`config.mk`:
```
export PLATFORM = sky130hd
export DESIGN_NAME = vsa_param_core
export DESIGN_NICKNAME = d
export VERILOG_FILES = /design/src/rtl/vsa_param_core.sv
export SDC_FILE = /design/constraint.sdc
export NUM_CORES = 1
export LEC_CHECK = 0
export ABC_AREA = 1
export ABC_CLOCK_PERIOD_IN_PS = 3400
export BUFFER_PORTS_ARGS = -buffer_cell sky130_fd_sc_hd__buf_2
export CAP_MARGIN = 20
export CORE_MARGIN = 2
export CORE_UTILIZATION = 45
export DETAILED_ROUTE_END_ITERATION = 7
export PLACE_DENSITY = 0.67
export SYNTH_ARGS = -nofsm -noshare
export SYNTH_HDL_FRONTEND = slang
export SYNTH_SLANG_ARGS = --single-unit
export TNS_END_PERCENT = 1
```
`constraint.sdc`:
```
create_clock -name clock -period 3.4 [get_ports clock]
set_input_delay 0.17 -clock clock [delete_from_list [all_inputs] [get_ports clock]]
set_output_delay 0.17 -clock clock [all_outputs]
set_load 0.05 [all_outputs]
```
`src/rtl/vsa_param_core.sv`:
```
// vsa_param_core
//   Parametrised non-pipelined VSA core. A five-state FSM runs
//   IF -> ID -> EX -> MEM -> WB for every instruction. IF waits while
//   imem_ready is low. MEM waits while dmem_ready is low, but only for LW/SW.
//
//   Handshake: a memory transfer completes on a rising clock edge where the
//   core is requesting (IF, or MEM with rd/wr high) and the matching ready is 1.
//   While ready is 0 the request and its address/data stay stable.
//
// Ports
//   clock        master clock, rising edge
//   reset_n      asynchronous active-low reset
//   pc           instruction address (valid in IF)
//   instruction  instruction word, captured in IF when imem_ready=1
//   imem_ready   instruction port ready
//   alu_output   data address for LW/SW, otherwise the ALU result register
//   datain       load data, captured in MEM when dmem_ready=1
//   dataout      store data (B register)
//   wr / rd      store / load strobes, high throughout MEM of SW / LW
//   dmem_ready   data port ready
module vsa_param_core #(
  parameter int DW     = 5,
  parameter int NREG   = 4,
  parameter int PW     = 5,
  parameter int PC_INC = 2,
  localparam int RB    = $clog2(NREG),
  localparam int IMMW  = RB + 3,
  localparam int IW    = 3 * RB + 6
) (
  input  logic          clock,
  input  logic          reset_n,
  output logic [PW-1:0] pc,
  input  logic [IW-1:0] instruction,
  input  logic          imem_ready,
  output logic [DW-1:0] alu_output,
  input  logic [DW-1:0] datain,
  output logic [DW-1:0] dataout,
  output logic          wr,
  output logic          rd,
  input  logic          dmem_ready
);

  // Encoding is fixed so the state can be read back as IF=0 .. WB=4.
  typedef enum logic [2:0] {
    IF_ST  = 3'd0,
    ID_ST  = 3'd1,
    EX_ST  = 3'd2,
    MEM_ST = 3'd3,
    WB_ST  = 3'd4
  } stateT;

  localparam logic [2:0] OP_LW   = 3'd0;
  localparam logic [2:0] OP_SW   = 3'd1;
  localparam logic [2:0] OP_BEQZ = 3'd2;
  localparam logic [2:0] OP_ALU  = 3'd3;
  localparam logic [2:0] OP_ADDI = 3'd4;
  localparam logic [2:0] OP_SUBI = 3'd5;

  stateT state, nextState;

  logic [DW-1:0] regFile [NREG];
  logic [PW-1:0] pcReg, npc;
  logic [IW-1:0] ir;
  logic [DW-1:0] a, b, aluOut, lmd;
  logic          cond;

  // Field decode from the instruction register.
  logic [2:0]      opcode, fun;
  logic [RB-1:0]   rs1, rs2, rdField;
  logic [IMMW-1:0] imm, brOff;
  logic [DW-1:0]   immDw, brTarget, aluResult;
  logic            memOp, memDone;

  assign opcode   = ir[IW-1 -: 3];
  assign rs1      = ir[IW-4 -: RB];
  assign rs2      = ir[IW-4-RB -: RB];
  assign rdField  = ir[IW-4-2*RB -: RB];
  assign fun      = ir[2:0];
  assign imm      = ir[IMMW-1:0];
  assign immDw    = DW'(imm);
  assign brOff    = {imm[IMMW-2:0], 1'b0};
  assign brTarget = DW'(npc) + DW'(brOff);

  assign memOp   = (opcode == OP_LW) || (opcode == OP_SW);
  // Non-memory ops leave MEM after one cycle regardless of dmem_ready.
  assign memDone = !memOp || dmem_ready;

  // Shifts move by a single bit position; B is not used as a shift amount.
  always_comb begin
    aluResult = '0;
    case (fun)
      3'd0: aluResult = a + b;
      3'd1: aluResult = a - b;
      3'd2: aluResult = a & b;
      3'd3: aluResult = a | b;
      3'd4: aluResult = a ^ b;
      3'd5: aluResult = ~a;
      3'd6: aluResult = a >> 1;
      3'd7: aluResult = {a[DW-1], a[DW-1:1]};
      default: aluResult = '0;
    endcase
  end

  always_ff @(posedge clock or negedge reset_n) begin
    if (!reset_n) state <= IF_ST;
    else          state <= nextState;
  end

  always_comb begin
    nextState = state;
    case (state)
      IF_ST:   if (imem_ready) nextState = ID_ST;
      ID_ST:   nextState = EX_ST;
      EX_ST:   nextState = MEM_ST;
      MEM_ST:  if (memDone) nextState = WB_ST;
      WB_ST:   nextState = IF_ST;
      default: nextState = IF_ST;
    endcase
  end

  always_ff @(posedge clock or negedge reset_n) begin
    if (!reset_n) begin
      for (int i = 0; i < NREG; i++) regFile[i] <= '0;
      pcReg  <= '0;
      npc    <= '0;
      ir     <= '0;
      a      <= '0;
      b      <= '0;
      aluOut <= '0;
      cond   <= 1'b0;
      lmd    <= '0;
    end else begin
      case (state)
        IF_ST: begin
          if (imem_ready) begin
            ir  <= instruction;
            npc <= pcReg + PW'(PC_INC);
          end
        end
        ID_ST: begin
          a <= (rs1 == '0) ? '0 : regFile[rs1];
          b <= (rs2 == '0) ? '0 : regFile[rs2];
        end
        EX_ST: begin
          case (opcode)
            OP_LW, OP_SW, OP_ADDI: aluOut <= a + immDw;
            OP_SUBI:               aluOut <= a - immDw;
            OP_ALU:                aluOut <= aluResult;
            OP_BEQZ: begin
              aluOut <= brTarget;
              cond   <= (a == '0);
            end
            default: ;
          endcase
        end
        MEM_ST: begin
          if (memDone) begin
            if (opcode == OP_LW) lmd <= datain;
            pcReg <= ((opcode == OP_BEQZ) && cond) ? PW'(aluOut) : npc;
          end
        end
        WB_ST: begin
          // Index 0 is never written, so R0 stays zero.
          case (opcode)
            OP_ALU:           if (rdField != '0) regFile[rdField] <= aluOut;
            OP_ADDI, OP_SUBI: if (rs2 != '0) regFile[rs2] <= aluOut;
            OP_LW:            if (rs2 != '0) regFile[rs2] <= lmd;
            default: ;
          endcase
        end
        default: ;
      endcase
    end
  end

  assign pc         = pcReg;
  assign alu_output = aluOut;
  assign dataout    = b;
  assign wr         = (state == MEM_ST) && (opcode == OP_SW);
  assign rd         = (state == MEM_ST) && (opcode == OP_LW);

endmodule

```
* Word-level counts from Yosys, hierarchy flattened *
Index checks and enable logic that the tools add are counted.

word-level totals
  flip-flop bits (word level) = 66
  output and inout port bits = 17
  input port bits = 21

cells by class
  multiplexer cells = 25
  bitwise gates (word level) = 7
  reductions and logical operators = 27
  order comparisons = 5
  add/subtract/negate cells = 6
  equality and inequality tests = 21

operators by type and width
  kind                                                                           number
  20-bit bitwise mux                                                             3
  20-bit 2-to-1 mux                                                              3
  20-bit one-hot mux with 3 select lines                                         1
  5-bit 2-to-1 mux                                                               9
  5-bit one-hot mux with 8 select lines                                          1
  3-bit == test (second input constant)                                          7
  5-bit binary-select mux with 2-bit select                                      2
  5-bit demux with 2-bit select                                                  2
  5-bit one-hot mux with 4 select lines                                          1
  3-bit by 2-bit == test with 1-bit output (second input constant)               6
  5-bit adder                                                                    3
  3-bit one-hot mux with 4 select lines                                          1
  2-bit AND reduction                                                            5
  5-bit subtractor                                                               2
  3-bit by 1-bit == test with 1-bit output (second input constant)               3
  3-bit greater-or-equal comparator (second input constant)                      3
  3-bit zero test                                                                3
  2-bit NOT with 3-bit output                                                    3
  2-bit inequality test (second input constant)                                  4
  3-bit by 1-bit less-than comparator with 1-bit output (second input constant)  2
  3-bit 2-to-1 mux                                                               2
  5-bit by 2-bit adder with 5-bit output (second input constant)                 1
  5-bit bitwise AND                                                              1
  1-bit logical AND                                                              5
  15 further kinds                                                               18

* Longest topological paths before layout *
Gate-level depths: netlist of run 1.

  word-level depth = 8
  mapped depth = 15
  gate-level depth less buffers = 15

* Worst setup path before layout of run 1 *
OpenSTA, ideal clock, no wires.

  path type = flip-flop to flip-flop
  from = register b[0] (netlist: dataout[0])
  to = register aluOut[1] (netlist: alu_output[1])
  period minus slack after synthesis = 2.288 ns
  required time = 3.272 ns
  arrival = 2.160 ns
  path slack = 1.112 ns
  stages on the path, launching flop included = 8
  setup time = 0.128 ns
  cells stage by stage = dfrtp_1 inv_1 ha_1 a21oi_1 fa_1 or2_2 nand3_1 a21boi_0

between the ends
  word-level cells in the longest chain between the ends = 3
  elaborated cells on any way between the ends = 4
  those cells by class = 2 x add/sub; 2 x mux

RTL lines
  what                                             RTL line  text
  start: declaration                               64        logic [DW-1:0] a, b, aluOut, lmd;
  start signal: assignment                         142       b <= (rs2 == '0) ? '0 : regFile[rs2];
  5-bit subtractor or 5-bit adder (tied branches)  93, 92
  5-bit one-hot mux with 8 select lines *          91        case (fun)
  5-bit one-hot mux with 4 select lines *          145       case (opcode)
  end signal: assignment                           146       OP_LW, OP_SW, OP_ADDI: aluOut <= a + immDw;
  end signal: assignment                           147       OP_SUBI: aluOut <= a - immDw;
  end signal: assignment                           148       OP_ALU: aluOut <= aluResult;
  end: declaration                                 64

Mark *: on every way between the ends. The rest lies on a longest branch, timed or not.
A chain may end at the register's enable or synchronous reset.

* Worst setup path in the final report of run 1 *
  from = register ir[1]
  to = register aluOut[3] (netlist: alu_output[3])

between the ends
  word-level cells in the longest chain between the ends = 3
  elaborated cells on any way between the ends = 13
  those cells by class = 3 x add/sub; 7 x eq/ne; 2 x mux; 1 x reduce/logical

RTL lines
  what                                                                 RTL line  text
  start: declaration                                                   63        logic [IW-1:0] ir;
  start signal: assignment                                             136       ir <= instruction;
  parallel branches: the longest is 2 deep, another holds 5-bit adder  --
  5-bit one-hot mux with 4 select lines *                              145

Mark *: on every way between the ends.

==> flow_summary.html, run 1 <==
<table>
<tr><th>Metric</th><th>Value</th></tr>
<tr><th colspan="2">Status</th></tr>
<tr><td>Status</td><td>completed</td></tr>
<tr><th colspan="2">Worst setup path</th></tr>
<tr><td>Element type at the critical path end</td><td>flip-flop</td></tr>
<tr><td>Worst Setup Start Kind</td><td>flip-flop</td></tr>
<tr><td>CP Data Required Time</td><td>3.66 ns</td></tr>
<tr><td>Largest fanout on the critical path</td><td>5</td></tr>
<tr><td>Critical path, cell by cell</td><td>inv_1 &gt; ha_1 &gt; ha_1 &gt; nand2_1 &gt; o21ai_0 &gt; ha_1 &gt; a21oi_1 &gt; nand2_1 &gt; a21oi_1 &gt; o21ai_0 &gt; nand2_1 &gt; inv_1 &gt; a21boi_0</td></tr>
<tr><td>Slowest stage cell on the critical path</td><td>sky130_fd_sc_hd__dfrtp_1</td></tr>
<tr><td>Combined buffer and inverter count along the critical path</td><td>2</td></tr>
<tr><td>Arrival time worst endpoint</td><td>around 2.6 ns</td></tr>
<tr><td>Family with the most delay on the worst path</td><td>adder cells</td></tr>
<tr><td>Worst setup path category</td><td>reg2reg</td></tr>
<tr><td>Maximum single-stage delay on the critical path</td><td>around 0.43 ns</td></tr>
<tr><th colspan="2">Timing</th></tr>
<tr><td>Slew at the pin closest to its max-slew limit</td><td>roughly 0.77 ns</td></tr>
<tr><td>Fin. Hold Viols</td><td>0</td></tr>
<tr><td>Max-slew violation total from the final report</td><td>0</td></tr>
<tr><td>Maximum frequency from static timing analysis</td><td>between 400 and 500 MHz</td></tr>
<tr><td>Summed negative setup slack over all endpoints</td><td>0 ns</td></tr>
<tr><td>Final setup violating endpoints</td><td>0</td></tr>
<tr><td>Fraction of the cycle the final worst path needs</td><td>around 69%</td></tr>
<tr><td>Final critical-path required period</td><td>approximately 2.4 ns</td></tr>
<tr><td>Final worst clock skew</td><td>0.00686 ns</td></tr>
<tr><td>Worst Setup Slack, final</td><td>about 1.0 ns</td></tr>
<tr><td>Hold WS</td><td>around 0.027 ns</td></tr>
<tr><td>Max-Slew Margin vs Limit</td><td>about half</td></tr>
<tr><td>RSZ-0062 raised after global routing</td><td>no</td></tr>
<tr><th colspan="2">Logic synthesis</th></tr>
<tr><td>Top cells by area, synth</td><td>sky130_fd_sc_hd__dfrtp_1 (36%), sky130_fd_sc_hd__nand2_1 (12%), sky130_fd_sc_hd__o21ai_0 (7.9%)</td></tr>
<tr><td>Number of distinct library cell variants in the gate-level netlist after synthesis</td><td>43</td></tr>
<tr><td>Synthesized net count</td><td>~660</td></tr>
<tr><td>Flip-flop and latch count after synthesis</td><td>66</td></tr>
<tr><td>Post-Synthesis Cell Area</td><td>approximately 0.0045 mm2</td></tr>
<tr><td>Sequential element share of the synthesized area</td><td>~36%</td></tr>
<tr><td>Number of synthesized flops with an enable pin</td><td>0</td></tr>
<tr><td>Post-Syn Instances</td><td>~600</td></tr>
<tr><td>Top cell type's share of synthesized area</td><td>between 30% and 40%</td></tr>
<tr><td>Most common flop cell mapped by yosys</td><td>sky130_fd_sc_hd__dfrtp_1</td></tr>
<tr><td>Leading area contributor after synthesis</td><td>sky130_fd_sc_hd__dfrtp_1</td></tr>
<tr><td>Synth top cells by count</td><td>sky130_fd_sc_hd__nand2_1 (146), sky130_fd_sc_hd__o21ai_0 (72), sky130_fd_sc_hd__dfrtp_1 (66), sky130_fd_sc_hd__inv_1 (66), sky130_fd_sc_hd__nand3_1 (38)</td></tr>
<tr><td>Mean cell area of the mapped netlist</td><td>between 7 and 8 um2</td></tr>
<tr><td>Fraction of synthesis flops using an asynchronous set or reset pin</td><td>100%</td></tr>
<tr><td>Dominant cell by count in the synthesized netlist</td><td>sky130_fd_sc_hd__nand2_1</td></tr>
<tr><td>Synth warn</td><td>0</td></tr>
<tr><th colspan="2">Global route</th></tr>
<tr><td>Maximum number of pins on one net before global-route repair</td><td>35</td></tr>
<tr><td>Via count of the first global-routing pass</td><td>approximately 4100</td></tr>
<tr><td>All-Layer GR Usage</td><td>24.0%</td></tr>
<tr><td>Number of antenna violations at the first check in global routing</td><td>0</td></tr>
<tr><td>Global-route wire length before repair</td><td>~21 mm</td></tr>
<tr><td>GRT Residual Overflow</td><td>0</td></tr>
<tr><th colspan="2">Floorplanning</th></tr>
<tr><td>Boundary pin count</td><td>38</td></tr>
<tr><td>X dimension of the die</td><td>104 um</td></tr>
<tr><td>Die Ht</td><td>around 100 um</td></tr>
<tr><td>Core region area</td><td>between 0.009 and 0.01 mm2</td></tr>
<tr><td>Site Rows</td><td>36</td></tr>
<tr><td>Starting density of the core</td><td>roughly 46%</td></tr>
<tr><td>Die area</td><td>roughly 0.011 mm2</td></tr>
<tr><th colspan="2">Pwr</th></tr>
<tr><td>Worst vdd rail ir drop</td><td>475 uV</td></tr>
<tr><td>Power density over the cells</td><td>between 1000 and 1500 mW/mm2</td></tr>
<tr><td>Leakage power total</td><td>about 0.0024 uW</td></tr>
<tr><th colspan="2">Clocking</th></tr>
<tr><td>CTS clock-pin slew for the worst setup and hold paths</td><td>approximately 0.07 ns</td></tr>
<tr><td>Buffer levels on the longest clock path</td><td>2</td></tr>
<tr><td>Number of buffers added by the clock tree synthesis step</td><td>9</td></tr>
<tr><td>Clk sink count</td><td>66</td></tr>
<tr><td>H-tree depth</td><td>3</td></tr>
<tr><td>Buffers inserted by post-CTS timing repair</td><td>0</td></tr>
<tr><td>Buffer type at the clock tree root</td><td>sky130_fd_sc_hd__clkbuf_8</td></tr>
<tr><td>Clock latency on the worst-skew pair</td><td>between 0.3 and 0.4 ns</td></tr>
<tr><td>Post-cts sizing count</td><td>0</td></tr>
<tr><td>Clock tree from TritonCTS</td><td>done</td></tr>
<tr><th colspan="2">Place</th></tr>
<tr><td>Final RePlAce weighted congestion</td><td>0.934</td></tr>
<tr><td>HPWL after detailed placement</td><td>9.80 mm</td></tr>
<tr><td>Total of buffers placed on input and output ports</td><td>37</td></tr>
<tr><td>Worst setup slack before clock tree synthesis</td><td>1.08 ns</td></tr>
<tr><th colspan="2">Flow run</th></tr>
<tr><td>Max capacitance violation total</td><td>0</td></tr>
<tr><th colspan="2">Routing</th></tr>
<tr><td>Number of design rule violations left after detail routing</td><td>0</td></tr>
<tr><td>First-pass DRT Iterations</td><td>5</td></tr>
<tr><td>Vias/cell</td><td>5.50</td></tr>
<tr><td>Antenna violation net count after detailed routing</td><td>0</td></tr>
<tr><td>Number of DRC markers after the initial detailed-route iteration</td><td>297</td></tr>
<tr><td>Vias post-DR</td><td>between 4000 and 5000</td></tr>
<tr><td>Wire length per cell after detailed routing</td><td>approximately 16 um</td></tr>
<tr><td>Overall routed net length</td><td>between 10 and 15 mm</td></tr>
<tr><th colspan="2">Min path</th></tr>
<tr><td>Type of the most critical hold path</td><td>in2reg</td></tr>
<tr><th colspan="2">Finish</th></tr>
<tr><td>Area growth from synthesis to layout</td><td>11.0%</td></tr>
<tr><td>Number of diodes added for antenna fixing</td><td>0</td></tr>
<tr><td>Fill count</td><td>a little under 1000</td></tr>
<tr><td>Layout cells sized above 1</td><td>roughly an eighth</td></tr>
<tr><td>Post-layout nets</td><td>691</td></tr>
</table>
## layout make-up
type	count	area [um2]	area share, %
clock buffer	12	145	2.88
clock inverter	3	40.0	0.796
inverter	75	282	5.60
multi-input combinational	446	2530	50.3
sequential	66	1650	32.8
tap	133	166	3.31
timing repair buffer	41	218	4.33
## cells by family after synthesis
group	Yosys count	synth area share, %
AOI/OAI and AO/OA	165	20.9
adders and majority gates	31	9.05
DFF	66	36.4
and+or+nand+nor	240	23.9
buffers and inverters	92	7.78
xor gates and xnor gates	10	1.93
## layout by cell type (no fill, tap or decap), drive strengths merged, types with 8 or more instances in the layout
| cell type | synthesis | routed |
|---|---|---|
| nand3 | 40 | 40 |
| nor2 | 37 | 37 |
| a21oi | 37 | 37 |
| nand2 | 149 | 149 |
| ha | 28 | 28 |
| a31oi | 8 | 8 |
| o31ai | 9 | 9 |
| buf | 4 | 40 |
| inv | 74 | 74 |
| o21ai | 90 | 90 |
| clkbuf | 13 | 12 |
| dfrtp | 66 | 66 |
## through the flow
stage                     area (um2)  util (%)  power [uW]  instances
final                           5030      51.5        5320        776
after detailed placement        4840      49.5        4620        760
after global routing            5030      51.5        5830        776
after global placement          4840      49.5        4580        760
after floorplan                 4530         -        3810        604
after CTS                       5030      51.5        5290        776
## tightest hold or removal path, stage by stage
cell                      delay, ns
sky130_fd_sc_hd__buf_2         0.08
sky130_fd_sc_hd__nand2_1       0.04
sky130_fd_sc_hd__o21ai_0       0.06
## repair_timing
| action | 4_1_cts | 5_1_grt |
|---|---|---|
| hold endpoints to repair | 32 | 0 |
| setup endpoints to repair | 0 | 0 |
| hold buffers | 1 | 0 |
## power by group
group / switching, uW / leakage, uW / internal, uW
Sequential: 404 / 0.000852 / 1090
Combinational: 2170 / 0.00143 / 1010
Clock: 300 / 0.0000962 / 353
Total: 2880 / 0.00238 / 2450
## metal layers
| metal | share of wire [%] | vias to the layer above | global-route usage (%) | wire [um] |
|---|---|---|---|---|
| li1 | - | 2096 | - | - |
| met1 | 47 | 2005 | 33.1 | 5910 |
| met2 | 45 | 137 | 37.4 | 5650 |
| met3 | 5.2 | 31 | 4.07 | 659 |
| met4 | 2.9 | 0 | 9.75 | 363 |
| met5 | 0 | - | 0 | 0 |
## path summary, 6_finish.rpt
| kind | startpoint | endpoint | slack, ns | cells after the start |
|---|---|---|---|---|
| worst max-delay path | ir[1] | alu_output[3] | 1.05 | 13 |
| worst min-delay path | instruction[3] | ir[3] | 0.03 | 3 |
| worst max register to register | ir[1] | alu_output[3] | 1.05 | 13 |
| worst min register to register | flip-flop | flip-flop | 0.38 | 0 |
| max in group asynchronous | reset_n | dataout[4] | 2.24 | 3 |
| min in group asynchronous | reset_n | lmd[2] | 0.43 | 2 |
No activity file was read; power rests on OpenSTA's default activity.
==> run 2: changes to the inputs <==
--- a/config.mk
+++ b/config.mk
@@ -6,13 +6,13 @@
 export NUM_CORES = 1
 export LEC_CHECK = 0
 export ABC_AREA = 1
-export ABC_CLOCK_PERIOD_IN_PS = 3400
+export ABC_CLOCK_PERIOD_IN_PS = 2000
 export BUFFER_PORTS_ARGS = -buffer_cell sky130_fd_sc_hd__buf_2
 export CAP_MARGIN = 20
 export CORE_MARGIN = 2
 export CORE_UTILIZATION = 45
 export DETAILED_ROUTE_END_ITERATION = 7
-export PLACE_DENSITY = 0.67
+export PLACE_DENSITY = 0.69
 export SYNTH_ARGS = -nofsm -noshare
 export SYNTH_HDL_FRONTEND = slang
 export SYNTH_SLANG_ARGS = --single-unit
==> constraint.sdc (replaced) <==
create_clock -name clock -period 2 [get_ports clock]
set_input_delay 0.1 -clock clock [delete_from_list [all_inputs] [get_ports clock]]
set_output_delay 0.1 -clock clock [all_outputs]
set_load 0.05 [all_outputs]
==> run 2 against run 1 <==
Effect of this change:
- the flow now finishes with violations (setup timing)
- count of clock-buffer cells in the layout shrank 3
- sequential cell count is the same
- fmax grew 12%
- clock power grew 78%
- sequential share of layout area shrank 3.5 points
- first-iteration DRC count grew 38%
- via count grew 6.5%
- hold slack gained 0.0087 ns
- cell count grew 7.6%
- utilization grew 6.4 points
- worst setup slack lost 1.1 ns
- non-clock buffer count grew 58
==> flow_summary.html, run 2 (synthesized netlist as in run 1, its figures left out) <==
<table>
<tr><th>Metric</th><th>Value</th></tr>
<tr><th colspan="2">Flow run</th></tr>
<tr><td>Max capacitance violation total</td><td>0 (unchanged)</td></tr>
<tr><th colspan="2">Clocking</th></tr>
<tr><td>Clock latency on the worst-skew pair</td><td>0.34 ns (about the same)</td></tr>
<tr><td>Clk sink count</td><td>66 (unchanged)</td></tr>
<tr><td>Buffer type at the clock tree root</td><td>sky130_fd_sc_hd__clkbuf_8</td></tr>
<tr><td>Number of buffers added by the clock tree synthesis step</td><td>9 (unchanged)</td></tr>
<tr><td>H-tree depth</td><td>3 (unchanged)</td></tr>
<tr><td>Buffer levels on the longest clock path</td><td>2 (unchanged)</td></tr>
<tr><td>CTS clock-pin slew for the worst setup and hold paths</td><td>0.08 ns (about the same)</td></tr>
<tr><td>Clock tree from TritonCTS</td><td>done</td></tr>
<tr><th colspan="2">Finish</th></tr>
<tr><td>Commonest cells after routing, fill and taps aside</td><td>sky130_fd_sc_hd__nand2_1 (145), sky130_fd_sc_hd__o21ai_0 (70), sky130_fd_sc_hd__inv_1 (64)</td></tr>
<tr><td>Number of diodes added for antenna fixing</td><td>0 (unchanged)</td></tr>
<tr><td>Combined area of the multi-input logic cells</td><td>0.00265 mm2 (+4.6%)</td></tr>
<tr><td>Fill count</td><td>894 (-9.3%)</td></tr>
<tr><td>Area growth from synthesis to layout</td><td>24.8%</td></tr>
<tr><td>Layout cells sized above 1</td><td>21.2% (+8.8 points)</td></tr>
<tr><td>Post-layout nets</td><td>749 (+8.4%)</td></tr>
<tr><td>Area occupied by registers</td><td>0.00166 mm2 (+0.30%)</td></tr>
<tr><td>Final design utilization</td><td>57.9% (+6.4 points)</td></tr>
<tr><td>Number of standard cells in the layout, taps in and fillers out</td><td>835 (+7.6%)</td></tr>
<tr><td>Most frequent standard cell in the layout excluding fill and tap cells</td><td>sky130_fd_sc_hd__nand2_1</td></tr>
<tr><th colspan="2">Pwr</th></tr>
<tr><td>Total power draw</td><td>10300 uW (+93%)</td></tr>
<tr><td>Power density over the cells</td><td>1810 mW/mm2 (+71%)</td></tr>
<tr><td>Leakage power total</td><td>0.00265 uW (+12%)</td></tr>
<tr><td>Worst vdd rail ir drop</td><td>1250 uV (+160%)</td></tr>
<tr><th colspan="2">Routing</th></tr>
<tr><td>Vias post-DR</td><td>4548 (+6.5%)</td></tr>
<tr><td>Vias/cell</td><td>5.45 (-0.99%)</td></tr>
<tr><td>First-pass DRT Iterations</td><td>5 (unchanged)</td></tr>
<tr><td>Number of design rule violations left after detail routing</td><td>0 (unchanged)</td></tr>
<tr><td>Antenna violation net count after detailed routing</td><td>0 (unchanged)</td></tr>
<tr><td>Overall routed net length</td><td>13.4 mm (+6.2%)</td></tr>
<tr><td>Number of DRC markers after the initial detailed-route iteration</td><td>411 (+38%)</td></tr>
<tr><td>Wire length per cell after detailed routing</td><td>16.0 um (-1.3%)</td></tr>
<tr><th colspan="2">Timing</th></tr>
<tr><td>RSZ-0062 raised after global routing</td><td>yes</td></tr>
<tr><td>Slew at the pin closest to its max-slew limit</td><td>0.720 ns (-0.0453 ns)</td></tr>
<tr><td>Fin. Hold Viols</td><td>0 (unchanged)</td></tr>
<tr><td>Maximum frequency from static timing analysis</td><td>477 MHz (+12%)</td></tr>
<tr><td>Final setup violating endpoints</td><td>4 (+4)</td></tr>
<tr><td>Final worst clock skew</td><td>0.00908 ns (+0.00222 ns)</td></tr>
<tr><td>Max-slew violation total from the final report</td><td>0 (unchanged)</td></tr>
<tr><td>Max-Slew Margin vs Limit</td><td>51.7% (+3.0 points)</td></tr>
<tr><td>Worst Setup Slack, final</td><td>-0.0963 ns (-1.14 ns)</td></tr>
<tr><td>Final critical-path required period</td><td>2.10 ns (-0.257 ns)</td></tr>
<tr><td>Fraction of the cycle the final worst path needs</td><td>105% (+36 points)</td></tr>
<tr><th colspan="2">Worst setup path</th></tr>
<tr><td>Worst Setup Start Kind</td><td>flip-flop</td></tr>
<tr><td>Worst reg2reg path depth</td><td>11 (-2)</td></tr>
<tr><td>Largest fanout on the critical path</td><td>4 (-1)</td></tr>
<tr><td>Worst setup path category</td><td>reg2reg</td></tr>
<tr><td>Critical path destination</td><td>alu_output[2]</td></tr>
<tr><td>Reg-to-reg critical path startpoint</td><td>ir[0]</td></tr>
<tr><td>Element type at the critical path end</td><td>flip-flop</td></tr>
<tr><td>Arrival time worst endpoint</td><td>2.35 ns (-0.27 ns)</td></tr>
<tr><td>Endpoint of the worst-slack reg-to-reg timing path</td><td>alu_output[2]</td></tr>
<tr><td>Worst Setup SP</td><td>ir[0]</td></tr>
<tr><td>CP Data Required Time</td><td>2.26 ns (-1.40 ns)</td></tr>
<tr><td>Flop-to-flop setup slack</td><td>-0.1 ns (-1.14 ns)</td></tr>
<tr><th colspan="2">Floorplanning</th></tr>
<tr><td>X dimension of the die</td><td>104 um (unchanged)</td></tr>
<tr><td>Boundary pin count</td><td>38 (unchanged)</td></tr>
<tr><td>Die area</td><td>0.0109 mm2 (unchanged)</td></tr>
<tr><td>Core region area</td><td>0.00977 mm2 (unchanged)</td></tr>
<tr><td>Starting density of the core</td><td>46.4% (unchanged)</td></tr>
<tr><td>Die Ht</td><td>104 um (unchanged)</td></tr>
<tr><td>Site Rows</td><td>36 (unchanged)</td></tr>
<tr><th colspan="2">Place</th></tr>
<tr><td>Worst setup slack before clock tree synthesis</td><td>-0.196 ns (-1.27 ns)</td></tr>
<tr><td>Final RePlAce weighted congestion</td><td>0.927 (-0.71%)</td></tr>
<tr><td># placed instances</td><td>796 (+4.7%)</td></tr>
<tr><td>HPWL after detailed placement</td><td>10.0 mm (+2.2%)</td></tr>
<tr><td>Total of buffers placed on input and output ports</td><td>37 (unchanged)</td></tr>
<tr><th colspan="2">Global route</th></tr>
<tr><td>Maximum number of pins on one net before global-route repair</td><td>38 (+8.6%)</td></tr>
<tr><td>Number of antenna violations at the first check in global routing</td><td>0 (unchanged)</td></tr>
<tr><td>Global-route wire length before repair</td><td>22.2 mm (+7.2%)</td></tr>
<tr><td>Via count of the first global-routing pass</td><td>4372 (+7.6%)</td></tr>
<tr><td>Met3 track utilization from global routing</td><td>4.89% (+0.81 points)</td></tr>
<tr><td>Met2 demand-to-capacity share in global routing</td><td>40.8% (+3.4 points)</td></tr>
<tr><td>Global route hottest layer</td><td>met2</td></tr>
<tr><td>All-Layer GR Usage</td><td>25.5% (+1.5 points)</td></tr>
<tr><td>GRT Residual Overflow</td><td>0 (unchanged)</td></tr>
<tr><td>Fraction of met1 tracks used by global routing</td><td>35.2% (+2.2 points)</td></tr>
<tr><th colspan="2">Min path</th></tr>
<tr><td>Hold path cells</td><td>3 (unchanged)</td></tr>
<tr><td>Type of the most critical hold path</td><td>in2reg</td></tr>
<tr><th colspan="2">Status</th></tr>
<tr><td>Status</td><td>complete, but fails checks</td></tr>
<tr><td>Failing checks</td><td>setup timing</td></tr>
</table>
==> run 2: cell type report <==
| cell class | instances | share of cell area, % |
|---|---|---|
| sequential | 66 | 29.3 |
| clock inverter | 7 | 1.35 |
| timing repair buffer | 99 | 12.5 |
| multi-input combinational | 446 | 46.7 |
| clock buffer | 9 | 2.19 |
| inverter | 75 | 4.98 |
| tap | 133 | 2.94 |
==> run 2: through the flow <==
stage                     TNS (ns)  cell area, um2  hold slack, ns
after floorplan             -0.328            4540          -0.196
after global placement      -0.295            5130           0.171
after detailed placement    -0.642            5130           0.183
after CTS                   -0.220            5600          0.0309
after global routing        -0.814            5660          0.0811
final                       -0.324            5660          0.0356
==> run 2: routing by layer <==
layer	share of wire (%)	vias to the layer above
met2	46	174
met3	7.0	26
met5	0	-
li1	-	2214
met4	2.0	0
met1	45	2134
==> run 2: worst min path at each step <==
stage,startpoint,slack [ns],end
floorplan,reset_n,-0.20,asynchronous set/reset pin
detailed placement,reset_n,0.18,asynchronous set/reset pin
global route,imem_ready,0.08,state[0]
CTS,imem_ready,0.03,state[0]
finish,imem_ready,0.04,state[0]
global placement,reset_n,0.17,asynchronous set/reset pin
==> run 2: critical path, cell delays in order (launching register included) <==
cell                      delay [ns]
sky130_fd_sc_hd__dfrtp_2        0.45
sky130_fd_sc_hd__inv_2          0.09
sky130_fd_sc_hd__ha_4           0.15
sky130_fd_sc_hd__ha_4           0.19
sky130_fd_sc_hd__nand2_1        0.05
sky130_fd_sc_hd__o21ai_1        0.07
sky130_fd_sc_hd__ha_1           0.33
sky130_fd_sc_hd__buf_4          0.16
sky130_fd_sc_hd__xor2_1         0.14
sky130_fd_sc_hd__o22ai_1        0.18
sky130_fd_sc_hd__nor2_1         0.06
sky130_fd_sc_hd__a22oi_1        0.14
==> run 2: report_power, final <==
part,total (uW),switching [uW],internal [uW],leakage (uW)
Clock,1160,580,584,0.0000962
Sequential,2440,581,1860,0.000846
Combinational,6660,4220,2440,0.00171
Total,10300,5380,4890,0.00265
==> run 2: repair_timing <==
item,CTS,global route
setup endpoints to repair,4,4
gates cloned,0,0
pin swaps,9,9
setup buffers,3,2
endpoints found under the hold margin,46,0
resized for setup,19,9
hold buffers,18,0
==> run 3: changes to the inputs <==
--- a/config.mk
+++ b/config.mk
@@ -8,8 +8,6 @@
 export ABC_AREA = 1
 export ABC_CLOCK_PERIOD_IN_PS = 2000
 export BUFFER_PORTS_ARGS = -buffer_cell sky130_fd_sc_hd__buf_2
-export CAP_MARGIN = 20
-export CORE_MARGIN = 2
 export CORE_UTILIZATION = 45
 export DETAILED_ROUTE_END_ITERATION = 7
 export PLACE_DENSITY = 0.69
==> run 3 against run 2 <==
Effect of this change:
- the run still ends with setup timing left
- sequential power hardly changed
- first-iteration DRC count shrank 17%
- count of clock-buffer cells in the layout did not move
==> flow_summary.html, run 3 (synthesized netlist as in run 1, its figures left out) <==
<table>
<tr><th>Metric</th><th>Value</th></tr>
<tr><th colspan="2">Finish</th></tr>
<tr><td>Fill count</td><td>888 (-0.67%)</td></tr>
<tr><td>Number of diodes added for antenna fixing</td><td>0 (unchanged)</td></tr>
<tr><td>Area growth from synthesis to layout</td><td>27.5%</td></tr>
<tr><td>Most frequent standard cell in the layout excluding fill and tap cells</td><td>sky130_fd_sc_hd__nand2_1</td></tr>
<tr><td>Layout cells sized above 1</td><td>23.4% (+2.2 points)</td></tr>
<tr><td>Post-layout nets</td><td>752 (+0.40%)</td></tr>
<tr><td>Number of standard cells in the layout, taps in and fillers out</td><td>838 (+0.36%)</td></tr>
<tr><td>Commonest cells after routing, fill and taps aside</td><td>sky130_fd_sc_hd__nand2_1 (140), sky130_fd_sc_hd__o21ai_0 (69), sky130_fd_sc_hd__inv_1 (63)</td></tr>
<tr><td>Finished layout cell area</td><td>0.00578 mm2 (+2.2%)</td></tr>
<tr><th colspan="2">Global route</th></tr>
<tr><td>Maximum number of pins on one net before global-route repair</td><td>67 (+76%)</td></tr>
<tr><td>All-Layer GR Usage</td><td>27.2% (+1.7 points)</td></tr>
<tr><td>Number of antenna violations at the first check in global routing</td><td>0 (unchanged)</td></tr>
<tr><td>Global-route wire length before repair</td><td>21.5 mm (-3.6%)</td></tr>
<tr><td>GRT Residual Overflow</td><td>0 (unchanged)</td></tr>
<tr><td>Via count of the first global-routing pass</td><td>4332 (-0.91%)</td></tr>
<tr><th colspan="2">Clocking</th></tr>
<tr><td>CTS clock-pin slew for the worst setup and hold paths</td><td>0.08 ns (about the same)</td></tr>
<tr><td>Buffer levels on the longest clock path</td><td>2 (unchanged)</td></tr>
<tr><td>Clock tree from TritonCTS</td><td>done</td></tr>
<tr><td>Clock latency on the worst-skew pair</td><td>0.36 ns (+0.02 ns)</td></tr>
<tr><td>Buffer type at the clock tree root</td><td>sky130_fd_sc_hd__clkbuf_8</td></tr>
<tr><td>Clk sink count</td><td>66 (unchanged)</td></tr>
<tr><td>H-tree depth</td><td>3 (unchanged)</td></tr>
<tr><td>Number of buffers added by the clock tree synthesis step</td><td>9 (unchanged)</td></tr>
<tr><th colspan="2">Timing</th></tr>
<tr><td>Final critical-path required period</td><td>2.09 ns (-0.00942 ns)</td></tr>
<tr><td>Max-slew violation total from the final report</td><td>0 (unchanged)</td></tr>
<tr><td>Max-Slew Margin vs Limit</td><td>51.7% (about the same)</td></tr>
<tr><td>Maximum frequency from static timing analysis</td><td>479 MHz (+0.45%)</td></tr>
<tr><td>Worst Setup Slack, final</td><td>-0.0869 ns (+0.00942 ns)</td></tr>
<tr><td>Fraction of the cycle the final worst path needs</td><td>104% (-0.47 points)</td></tr>
<tr><td>RSZ-0062 raised after global routing</td><td>yes</td></tr>
<tr><td>Slew at the pin closest to its max-slew limit</td><td>0.720 ns (-0.000160 ns)</td></tr>
<tr><td>Final worst clock skew</td><td>0.00462 ns (-0.00447 ns)</td></tr>
<tr><td>Final setup violating endpoints</td><td>4 (unchanged)</td></tr>
<tr><td>Fin. Hold Viols</td><td>0 (unchanged)</td></tr>
<tr><th colspan="2">Worst setup path</th></tr>
<tr><td>Critical path, cell by cell</td><td>ha_4 &gt; nand2_2 &gt; nor2_1 &gt; a21oi_2 &gt; fa_2 &gt; or2_2 &gt; nand3_1 &gt; a21boi_0</td></tr>
<tr><td>Combined buffer and inverter count along the critical path</td><td>0 (-2)</td></tr>
<tr><td>Slowest stage cell on the critical path</td><td>sky130_fd_sc_hd__dfrtp_2</td></tr>
<tr><td>Arrival time worst endpoint</td><td>2.33 ns (-0.02 ns)</td></tr>
<tr><td>Element type at the critical path end</td><td>flip-flop</td></tr>
<tr><td>Worst Setup Start Kind</td><td>flip-flop</td></tr>
<tr><td>Family with the most delay on the worst path</td><td>adder cells</td></tr>
<tr><td>Worst setup path category</td><td>reg2reg</td></tr>
<tr><td>Largest fanout on the critical path</td><td>4 (unchanged)</td></tr>
<tr><td>CP Data Required Time</td><td>2.25 ns (about the same)</td></tr>
<tr><td>Maximum single-stage delay on the critical path</td><td>0.47 ns (+0.02 ns)</td></tr>
<tr><th colspan="2">Place</th></tr>
<tr><td>Cell area reported after detailed placement</td><td>0.00514 mm2 (+0.29%)</td></tr>
<tr><td># placed instances</td><td>798 (+0.25%)</td></tr>
<tr><td>Total of buffers placed on input and output ports</td><td>37 (unchanged)</td></tr>
<tr><td>HPWL after detailed placement</td><td>9.66 mm (-3.6%)</td></tr>
<tr><td>Final RePlAce weighted congestion</td><td>0.959 (+3.4%)</td></tr>
<tr><th colspan="2">Flow run</th></tr>
<tr><td>Max capacitance violation total</td><td>0 (unchanged)</td></tr>
<tr><th colspan="2">Status</th></tr>
<tr><td>Status</td><td>complete, but fails checks</td></tr>
<tr><td>Failing checks</td><td>setup timing</td></tr>
<tr><th colspan="2">Floorplanning</th></tr>
<tr><td>Boundary pin count</td><td>38 (unchanged)</td></tr>
<tr><td>Die area</td><td>0.0105 mm2 (-3.8%)</td></tr>
<tr><td>Core region area</td><td>0.00977 mm2 (unchanged)</td></tr>
<tr><td>Starting density of the core</td><td>46.4% (unchanged)</td></tr>
<tr><td>X dimension of the die</td><td>102 um (-1.9%)</td></tr>
<tr><td>Die Ht</td><td>102 um (-1.9%)</td></tr>
<tr><td>Site Rows</td><td>36 (unchanged)</td></tr>
<tr><th colspan="2">Pwr</th></tr>
<tr><td>Internal Power</td><td>5190 uW (+6.1%)</td></tr>
<tr><td>Leakage power total</td><td>0.00269 uW (+1.2%)</td></tr>
<tr><td>Power density over the cells</td><td>1850 mW/mm2 (+2.2%)</td></tr>
<tr><td>Worst vdd rail ir drop</td><td>948 uV (-24%)</td></tr>
<tr><td>Relative contribution of sequential cells to total power</td><td>22.9% (-0.9 points)</td></tr>
<tr><td>Fraction of power spent switching nets</td><td>51.6% (-0.77 points)</td></tr>
<tr><td>Comb pwr share</td><td>64.7% (-0.2 points)</td></tr>
<tr><td>Total power draw</td><td>10700 uW (+4.4%)</td></tr>
<tr><td>Net switching power</td><td>5530 uW (+2.9%)</td></tr>
<tr><td>Clock network power share</td><td>12.4% (+1.1 points)</td></tr>
<tr><th colspan="2">Routing</th></tr>
<tr><td>Wire length per cell after detailed routing</td><td>16.1 um (+0.43%)</td></tr>
<tr><td>Number of DRC markers after the initial detailed-route iteration</td><td>343 (-17%)</td></tr>
<tr><td>First-pass DRT Iterations</td><td>6 (+1)</td></tr>
<tr><td>Antenna violation net count after detailed routing</td><td>0 (unchanged)</td></tr>
<tr><td>Vias post-DR</td><td>4583 (+0.77%)</td></tr>
<tr><td>Number of design rule violations left after detail routing</td><td>0 (unchanged)</td></tr>
<tr><td>Overall routed net length</td><td>13.5 mm (+0.79%)</td></tr>
<tr><td>Vias/cell</td><td>5.47 (+0.41%)</td></tr>
<tr><th colspan="2">Min path</th></tr>
<tr><td>Type of the most critical hold path</td><td>in2reg</td></tr>
</table>
[run 3: final cells by class]
cell class / instances / area (um2) / share of cell area [%]
sequential: 66 / 1660 / 28.7
clock inverter: 7 / 101 / 1.75
inverter: 75 / 282 / 4.87
multi-input combinational: 446 / 2710 / 46.9
tap: 133 / 166 / 2.88
clock buffer: 9 / 124 / 2.14
timing repair buffer: 102 / 738 / 12.8
[run 3: power by group through the flow]
stage / Combinational (uW) / Clock (uW) / Sequential, uW
2_1_floorplan: 3750 / 0 / 2740
5_1_grt: 7640 / 1400 / 2520
3_5_place_dp: 6070 / 0 / 2420
3_3_place_gp: 5930 / 0 / 2400
6_report: 6930 / 1330 / 2460
4_1_cts: 6430 / 1330 / 2420
[run 3: path summary, 6_finish.rpt]
check | to | slack, ns | cells after the start | from
worst min-delay path | state[0] | 0.04 | 3 | imem_ready
worst min register to register | flip-flop | 0.39 | 0 | flip-flop
worst max register to register | alu_output[1] | -0.09 | 8 | ir[0]
worst max-delay path | alu_output[1] | -0.09 | 8 | ir[0]
max in group asynchronous | dataout[0] | 1.38 | 3 | reset_n
min in group asynchronous | ir[2] | 0.26 | 3 | reset_n
[run 3: worst register-to-register path, stage by stage (launching register included)]
cell and delay, ns:
sky130_fd_sc_hd__dfrtp_2 0.47, sky130_fd_sc_hd__ha_4 0.19, sky130_fd_sc_hd__nand2_2 0.13, sky130_fd_sc_hd__nor2_1 0.07, sky130_fd_sc_hd__a21oi_2 0.16, sky130_fd_sc_hd__fa_2 0.45
sky130_fd_sc_hd__or2_2 0.30, sky130_fd_sc_hd__nand3_1 0.12, sky130_fd_sc_hd__a21boi_0 0.09
[run 3: per-layer routing]
metal | global-route usage, % | wire length (um)
met4 | 10.3 | 358
met1 | 37.2 | 6050
met5 | 0 | 0
met2 | 42.4 | 6210
met3 | 5.61 | 847
[run 3: timing repair]
action                     in CTS  in global routing
hold endpoints to repair       83                  0
setup endpoints to repair       4                  4
hold buffers                   18                  0
pin swaps                      16                 25
gates resized for setup        18                 29
buffers inserted                5                  2
[run 3: stage by stage]
step	hold slack (ns)	setup TNS [ns]	setup slack, ns	utilization [%]
3_3_place_gp	0.140	-0.334	-0.113	52.6
6_report	0.0447	-0.264	-0.0869	59.1
5_1_grt	0.0619	-0.725	-0.197	59.1
2_1_floorplan	-0.196	-0.328	-0.117	-
3_5_place_dp	0.150	-0.554	-0.208	52.6
4_1_cts	0.0475	-0.125	-0.0562	57.9
